### config.mk
export PLATFORM = sky130hd
export DESIGN_NAME = bp_stream_pump_out
export DESIGN_NICKNAME = d
export VERILOG_FILES = /design/src/rtl/bp_stream_pump_out.sv
export SDC_FILE = /design/constraint.sdc
export NUM_CORES = 1
export LEC_CHECK = 0
export CORE_MARGIN = 5
export CORE_UTILIZATION = 57
export DETAILED_ROUTE_END_ITERATION = 7
export DONT_BUFFER_PORTS = 1
export PLACE_DENSITY = 0.75
export SKIP_CTS_REPAIR_TIMING = 1
export SYNTH_ARGS = -nofsm -noshare
export SYNTH_HDL_FRONTEND = slang
export SYNTH_SLANG_ARGS = --single-unit
### constraint.sdc
create_clock -name clk_i -period 13.95 [get_ports clk_i]
set_input_delay 3.4875 -clock clk_i [delete_from_list [all_inputs] [get_ports clk_i]]
set_output_delay 3.4875 -clock clk_i [all_outputs]
set_load 0.05 [all_outputs]
### src/rtl/bp_stream_pump_out.sv
// Transmit-side BedRock stream pump: serializes FSM data beats onto a stream bus,
// replicating the first-beat header on every beat and flagging the final beat.
module bp_stream_pump_out #(
   parameter int          stream_data_width_p = 64,
   parameter int          block_width_p       = 512,
   parameter int          paddr_width_p       = 40,
   parameter int          payload_width_p     = 16,
   parameter logic [15:0] stream_mask_p       = 16'h0000,
   localparam int xce_mem_msg_header_width_lp = 11 + paddr_width_p + payload_width_p,
   localparam int stream_words_lp             = block_width_p / stream_data_width_p,
   localparam int data_len_width_lp           = (stream_words_lp > 1) ? $clog2(stream_words_lp) : 1
) (
   input  logic                                   clk_i,
   input  logic                                   reset_i,
   input  logic [xce_mem_msg_header_width_lp-1:0] fsm_base_header_i,
   input  logic [stream_data_width_p-1:0]         fsm_data_i,
   input  logic                                   fsm_v_i,
   output logic                                   fsm_ready_and_o,
   output logic [data_len_width_lp-1:0]           fsm_cnt_o,
   output logic                                   fsm_new_o,
   output logic                                   fsm_done_o,
   output logic [xce_mem_msg_header_width_lp-1:0] mem_header_o,
   output logic [stream_data_width_p-1:0]         mem_data_o,
   output logic                                   mem_v_o,
   output logic                                   mem_last_o,
   input  logic                                   mem_ready_and_i
);

   // Header layout: [3:0] msg_type, [7:4] subop, addr, [2:0] size, payload
   localparam int sizeLsb      = 8 + paddr_width_p;
   localparam int beatBytesLog = $clog2(stream_data_width_p / 8);
   localparam int fifoWidth    = 1 + xce_mem_msg_header_width_lp + stream_data_width_p;
   localparam logic [data_len_width_lp-1:0] cntMax = data_len_width_lp'(stream_words_lp - 1);

   typedef enum logic {e_ready, e_stream} state_e;

   state_e                                 state_q;
   logic [data_len_width_lp-1:0]           cnt_q, cnt_d;
   logic [xce_mem_msg_header_width_lp-1:0] hdr_q;

   logic [xce_mem_msg_header_width_lp-1:0] hdrSel;
   logic [3:0]                             msgType;
   logic [2:0]                             msgSize;
   logic [7:0]                             numStream;
   logic                                   isStream;
   logic                                   lastBeat;
   logic                                   accept;

   logic [fifoWidth-1:0] fifoMem_q [2];
   logic                 wrPtr_q, rdPtr_q;
   logic [1:0]           count_q, count_d;
   logic                 deq;

   // Beat count comes from whichever header is in force: live on the first beat, latched afterwards
   always_comb begin
      hdrSel    = (state_q == e_stream) ? hdr_q : fsm_base_header_i;
      msgType   = hdrSel[3:0];
      msgSize   = hdrSel[sizeLsb +: 3];
      numStream = 8'd1;
      if (int'(msgSize) > beatBytesLog)
         numStream = 8'd1 << (int'(msgSize) - beatBytesLog);
      isStream  = stream_mask_p[msgType] && (numStream > 8'd1) && (stream_words_lp > 1);
      if (state_q == e_ready)
         lastBeat = !isStream;
      else
         lastBeat = (8'(cnt_q) == (numStream - 8'd1)) || (cnt_q == cntMax);
      cnt_d     = (cnt_q == cntMax) ? cnt_q : cnt_q + 1'b1;
   end

   assign fsm_ready_and_o = (count_q != 2'd2);
   assign accept          = fsm_v_i & fsm_ready_and_o;
   assign fsm_done_o      = accept & lastBeat;
   assign fsm_new_o       = (state_q == e_ready) & fsm_v_i;
   assign fsm_cnt_o       = (state_q == e_stream) ? cnt_q : '0;

   always_ff @(posedge clk_i) begin
      if (reset_i) begin
         state_q <= e_ready;
         cnt_q   <= '0;
         hdr_q   <= '0;
      end else if (accept) begin
         case (state_q)
            e_ready: begin
               if (!lastBeat) begin
                  hdr_q   <= fsm_base_header_i;
                  cnt_q   <= data_len_width_lp'(1);
                  state_q <= e_stream;
               end
            end
            e_stream: begin
               if (lastBeat) begin
                  cnt_q   <= '0;
                  state_q <= e_ready;
               end else begin
                  cnt_q   <= cnt_d;
               end
            end
            default: state_q <= e_ready;
         endcase
      end
   end

   // Two-entry FIFO: ready depends only on occupancy, so the bus side holds payload stable
   assign mem_v_o = (count_q != 2'd0);
   assign deq     = mem_v_o & mem_ready_and_i;
   assign count_d = count_q + {1'b0, accept} - {1'b0, deq};

   always_ff @(posedge clk_i) begin
      if (reset_i) begin
         wrPtr_q <= 1'b0;
         rdPtr_q <= 1'b0;
         count_q <= 2'd0;
      end else begin
         if (accept) begin
            fifoMem_q[wrPtr_q] <= {lastBeat, hdrSel, fsm_data_i};
            wrPtr_q            <= ~wrPtr_q;
         end
         if (deq)
            rdPtr_q <= ~rdPtr_q;
         count_q <= count_d;
      end
   end

   assign {mem_last_o, mem_header_o, mem_data_o} = fifoMem_q[rdPtr_q];

endmodule

==> results of run 1 <==
cell families after synthesis:
kind of cell,Yosys count
mux,201
compound gates,12
flops,340
simple gates,95
buf+inv,37
xor+xnor,6
fa+ha+maj,6
worst max path at each step:
stage                                     start               to
after global placement    fsm_base_header_i[48]       fsm_done_o
after floorplan                         reset_i  fifoMem_q[0][0]
after global routing      fsm_base_header_i[48]       fsm_done_o
after detailed placement  fsm_base_header_i[48]       fsm_done_o
after CTS                 fsm_base_header_i[48]       fsm_done_o
final                     fsm_base_header_i[48]       fsm_done_o
cells in the final DEF (no fill, tap or decap), drive strengths merged, types with 2 or more instances in the layout:
cell type,netlist,layout
ha,6,6
nor2b,71,71
clkbuf,20,51
clkinv,0,10
o21ai,2,2
a21oi,4,4
a22o,2,2
nand2b,2,2
mux2i,2,2
nand2,3,3
and2,4,4
buf,11,7
xnor2,5,5
and3,2,2
mux2,199,199
inv,6,6
nor2,5,5
dfxtp,76,76
edfxtp,264,264
cell type report:
cell class | instances | area (sq um)
antenna | 1 | 2.50
timing repair buffer | 7 | 52.6
clock buffer | 51 | 998
clock inverter | 11 | 72.6
tap | 280 | 350
multi-input combinational | 320 | 3080
sequential | 340 | 9460
fill | 1501 | 7860
inverter | 6 | 22.5
worst max-delay path: cells and delay by family:
kind | cells | cell delay (ps)
and+or+nand+nor | 2 | 540
buffers and inverters | 1 | 230
adders and majority gates | 2 | 580
AOI/OAI and AO/OA | 3 | 640
muxes | 1 | 350
xor gates and xnor gates | 1 | 150
power by group:
| group | switching, mW | internal, mW | leakage (nW) |
|---|---|---|---|
| registers | 0.0405 | 1.18 | 3.03 |
| clock network | 0.342 | 0.513 | 0.524 |
| logic | 0.546 | 0.153 | 1.11 |
| total | 0.929 | 1.84 | 4.66 |
per-stage QoR:
stage / util, % / setup WS [ps] / power (mW)
finish: 64.1 / 4480 / 2.77
global placement: 59.2 / 4650 / 1.93
CTS: 64.1 / 4490 / 2.80
floorplan: - / 460 / 1.88
detailed placement: 59.2 / 4500 / 1.94
global route: 64.1 / 4340 / 2.87
state kept, by name, indices dropped and copies added, names as in the netlist, named ones only:
signal / cells
state_q: 1
hdr_q: 67
count_q: 2
cnt_q: 3
fifoMem_q: 264
rdPtr_q: 1
wrPtr_q: 1
metal layers:
metal	vias to the layer above	wire, um	GRT usage [%]
li1	2630	-	-
met1	2820	8960	21.4
met2	227	11700	30.2
met3	30	2860	9.99
met4	2	332	4.46
met5	-	7	0
==> metrics.cfg, run 1 <==
[status]
status = finished clean

[final_layout]
fin_area_sq_um = 14000
area_growth_pct = 10.7
final_nets = 850
final_cells = 1016
drive_above_1_share_pct = 35.4

[power]
p_per_area_nw_per_um2 = 197
irDropWorstVdd_uv = 116
power.leakage_nw = 4.66

[critical_path]
worst_path_most_repeated_cell = ha_1
slowest_stage = nor4bb_1
crit_chain = mux2_1 -> ha_1 -> nor4bb_1 -> o21bai_1 -> ha_1 -> xnor2_1 -> a311oi_2 -> nand2_1 -> a21oi_1 -> buf_4
cp_slowest_stage_delay_ps = 410
ff2ff_path_depth = 5
ff2ff_setup_slack_ps = 10570
critPathCaptureType = output pin
start_kind = primary input
r2r_start = count_q[0]
required_ps = 10460
r2r_end = fifoMem_q[1][67]
arrival_ps = 5980
worstSetupPathType = in -> out
crit_fanout = 5

[die]
rows = 54
dieWidth_um = 159
coreArea_sq_um = 21900
die_h_um = 159
io_pins = 274
die-area_sq_um = 25300
start_util_pct = 57.9

[sta]
finalSetupViolations = 0
rsz0062_at_grt = false
holdWs_ps = 460
period_needed_ps = 9470
maxSlewViolCount = 0
slew_headroom_pct = 21.8
worst-slew-pin-transition_ps = 1170
hold_viol = 0
finalCritPeriodShare_pct = 67.9
fmaxAchievable_mhz = 106
finClkSkew_ps = 20.1
tns_ps = 0

[synthesis]
yosys.area_share.simple_pct = 4.64
yosysMostFrequentCell = edfxtp_1
syn_nets = 838
synthFlopType = edfxtp_1
syn_area_sq_um = 12700
synth_xor_area_share_pct = 0.415
yosysUniqueCellTypes = 38
synth.top_cells.by_area = edfxtp_1 63%, mux2_2 18%, dfxtp_1 12%
ys_seq_area_share_pct = 74.5
syn_avg_cell_area_sq_um = 18.2
synth_top_family_by_area = multiplexers
asyncSetResetFlopFracSynth_pct = 0
yosysWarningCount = 0
yosysTopAreaCell = edfxtp_1
synth_edf_count = 264
synth_cells = 697
ys_seq_elements = 340
synth-compound-area-share_pct = 0.711
synth_mux_area_share_pct = 17.9
synth_top_area_share_pct = 62.5
ys_top_cells_by_count = 264 x edfxtp_1, 198 x mux2_2, 76 x dfxtp_1
synth_fa_ha_area_share_pct = 0.592

[cts]
cts_made_buffers = 34
clock_sinks = 340
clockBufferDepth = 3
h-tree-depth = 2
cts_root_buf = clkbuf_16
clk_latency_ps = 500
cts_tree = yes
clkTransAtPathRegs_ps = 60

[global_route]
antenna_found_initial = 1
grt_max_degree = 89
grt_overflow = 0
grt_pass1_vias = 6255
grtUsageTotal_pct = 18.4
grt_pass1_wl_mm = 37.1

[placement]
placed_cells = 953
placed_cell_area_sq_um = 13000
gp_congestion = 0.792
io_buffers = 0
dp_hpwl_mm = 15.5

[detailed_routing]
finalWirelength_mm = 23.9
ant_nets = 0
viasPerCell = 5.62
wire_per_inst_um = 23.5
firstDrtPassIters = 4
drt_iter0_drc = 235
vias = 5709
drc = 0

[min_path]
min_path_cells = 1
min_from = hdr_q[7]
hold_path_end = hdr_q[7]
holdCritPathClass = reg -> reg

[job]
maxCapViolCount = 0

No activity file was read; power rests on OpenSTA's default activity.
==> run 2, diff against run 1 <==
clock period = 8.11 ns   (was 13.95 ns; I/O delays follow)
==> metrics.cfg, run 2 (synthesis results as in run 1) <==
[status]
status = finished clean

[final_layout]
final_nets = 849  ; -0.12%
reg_top3 = fifoMem_q (264), hdr_q (67), cnt_q (3)
drive_above_1_share_pct = 35.8  ; +0.42 points
area_growth_pct = 10.8  ; about the same
fillCellCount = 1497  ; -0.27%
final_common_cell = edfxtp_1
final_cell_mix = 264 x edfxtp_1, 198 x mux2_2, 74 x dfxtp_1
largest_register_ffs = 264  ; unchanged
seqCellArea_sq_um = 9460  ; unchanged
max_flop_register = fifoMem_q
final_cells = 1013  ; -0.30%
multi_input_area_sq_um = 3090  ; +0.20%

[sta]
hold_viol = 0  ; unchanged
slew_headroom_pct = 32.1  ; +10 points
worst-slew-pin-transition_ps = 1020  ; -155 ps
rsz0062_at_grt = false
finalWorstSetupSlack_ps = 1610  ; -2870 ps
tns_ps = 0  ; unchanged
fmaxAchievable_mhz = 154
maxSlewViolCount = 0  ; unchanged
finClkSkew_ps = 8.07  ; -12.0 ps
finalSetupViolations = 0  ; unchanged
period_needed_ps = 6500
finalCritPeriodShare_pct = 80.1

[detailed_routing]
firstDrtPassIters = 4  ; unchanged
ant_nets = 0  ; unchanged
vias = 5686  ; -0.40%
drt_iter0_drc = 258  ; +9.8%
viasPerCell = 5.61  ; -0.11%
drc = 0  ; unchanged
wire_per_inst_um = 23.0  ; -2.1%
finalWirelength_mm = 23.3  ; -2.4%

[cts]
clk_latency_ps = 490  ; about the same
cts_made_buffers = 34  ; unchanged
cts_tree = yes
clockBufferDepth = 3  ; unchanged
h-tree-depth = 2  ; unchanged
clock_sinks = 340  ; unchanged
clkTransAtPathRegs_ps = 60  ; about the same
cts_root_buf = clkbuf_16

[power]
netSwitchingFraction_pct = 33.4  ; -0.16 points
finalPower_mw = 4.77  ; +72%
clockPowerShare_pct = 31.0  ; about the same
irDropWorstVdd_uv = 227  ; +95%
combinationalPowerShare_pct = 25.1  ; about the same
pwr-share-seq_pct = 43.9  ; about the same
internal_power_mw = 3.18  ; +73%
p_per_area_nw_per_um2 = 340  ; +72%
power.leakage_nw = 4.67  ; +0.16%
power.switching_mw = 1.59  ; +71%

[min_path]
holdCritPathClass = reg -> reg
min_path_cells = 1  ; unchanged

[die]
rows = 54  ; unchanged
start_util_pct = 57.9  ; unchanged
dieWidth_um = 159  ; unchanged
die-area_sq_um = 25300  ; unchanged
die_h_um = 159  ; unchanged
io_pins = 274  ; unchanged
coreArea_sq_um = 21900  ; unchanged

[critical_path]
critPathCaptureType = output pin
slowest_stage = nor4bb_1
required_ps = 6080  ; -4380 ps
arrival_ps = 4470  ; -1510 ps
worstSetupPathType = in -> out
crit_chain = mux2_1 -> ha_1 -> nor4bb_1 -> o21bai_1 -> ha_1 -> xnor2_1 -> a311oi_2 -> nand2_1 -> a21oi_1 -> buf_4
start_kind = primary input
cp_slowest_stage_delay_ps = 390  ; -20 ps
ff2ff_path_depth = 5  ; unchanged
worst_path_most_repeated_cell = ha_1
crit_fanout = 5  ; unchanged

[placement]
place_ws_ps = 1630  ; -2860 ps
gp_congestion = 0.747  ; -5.7%
placed_cells = 952  ; -0.10%
dp_hpwl_mm = 15.3  ; -1.5%
io_buffers = 0  ; unchanged

[job]
maxCapViolCount = 0  ; unchanged

[global_route]
antenna_found_initial = 4  ; +3
grt_overflow = 0  ; unchanged
grt_max_degree = 76  ; -15%
grt_pass1_wl_mm = 35.9  ; -3.3%
grtUsageTotal_pct = 17.9  ; -0.53 points
grt_pass1_vias = 6070  ; -3.0%

==> run 2: critical path: cells and delay by family <==
kind / cells / cell delay, ps
xor+xnor: 1 / 140
fa+ha+maj: 2 / 570
mux: 1 / 330
simple gates: 2 / 520
buf+inv: 1 / 230
compound gates: 3 / 630
==> run 2: cell type report <==
cell class	count	share of cell area, %
clock inverter	11	0.525
clock buffer	49	7.20
antenna	1	0.0178
tap	280	2.49
timing repair buffer	6	0.321
multi-input combinational	320	22.0
sequential	340	67.3
inverter	6	0.160
==> run 2: routing by layer <==
layer / track usage (%) / share of wire (%)
met2: 28.2 / 48
met1: 21.7 / 38
met5: 0 / 0.22
met3: 9.91 / 12
met4: 4.30 / 1.6
==> run 2: per-stage QoR <==
| step | util [%] | area (sq um) | hold WS (ps) |
|---|---|---|---|
| 2_1_floorplan | - | 12700 | 432 |
| 3_3_place_gp | 59.2 | 13000 | 447 |
| 3_5_place_dp | 59.2 | 13000 | 450 |
| 4_1_cts | 64.2 | 14000 | 460 |
| 5_1_grt | 64.2 | 14000 | 467 |
| 6_report | 64.2 | 14000 | 460 |
==> run 2: power groups by stage <==
stage               clock (mW)  sequential [mW]  combinational (mW)
finish                    1.48             2.10                1.20
global route              1.60             2.11                1.24
CTS                       1.52             2.10                1.21
detailed placement           0             2.14                1.21
global placement             0             2.13                1.20
floorplan                    0             2.09                1.13
==> run 2: path summary, 6_finish.rpt <==
kind	startpoint	endpoint	slack, ps
worst min register to register	hdr_q[8]	hdr_q[8]	460
worst max-delay path	fsm_base_header_i[48]	fsm_done_o	1610
worst max register to register	count_q[0]	fifoMem_q[1][97]	4610
worst min-delay path	hdr_q[8]	hdr_q[8]	460
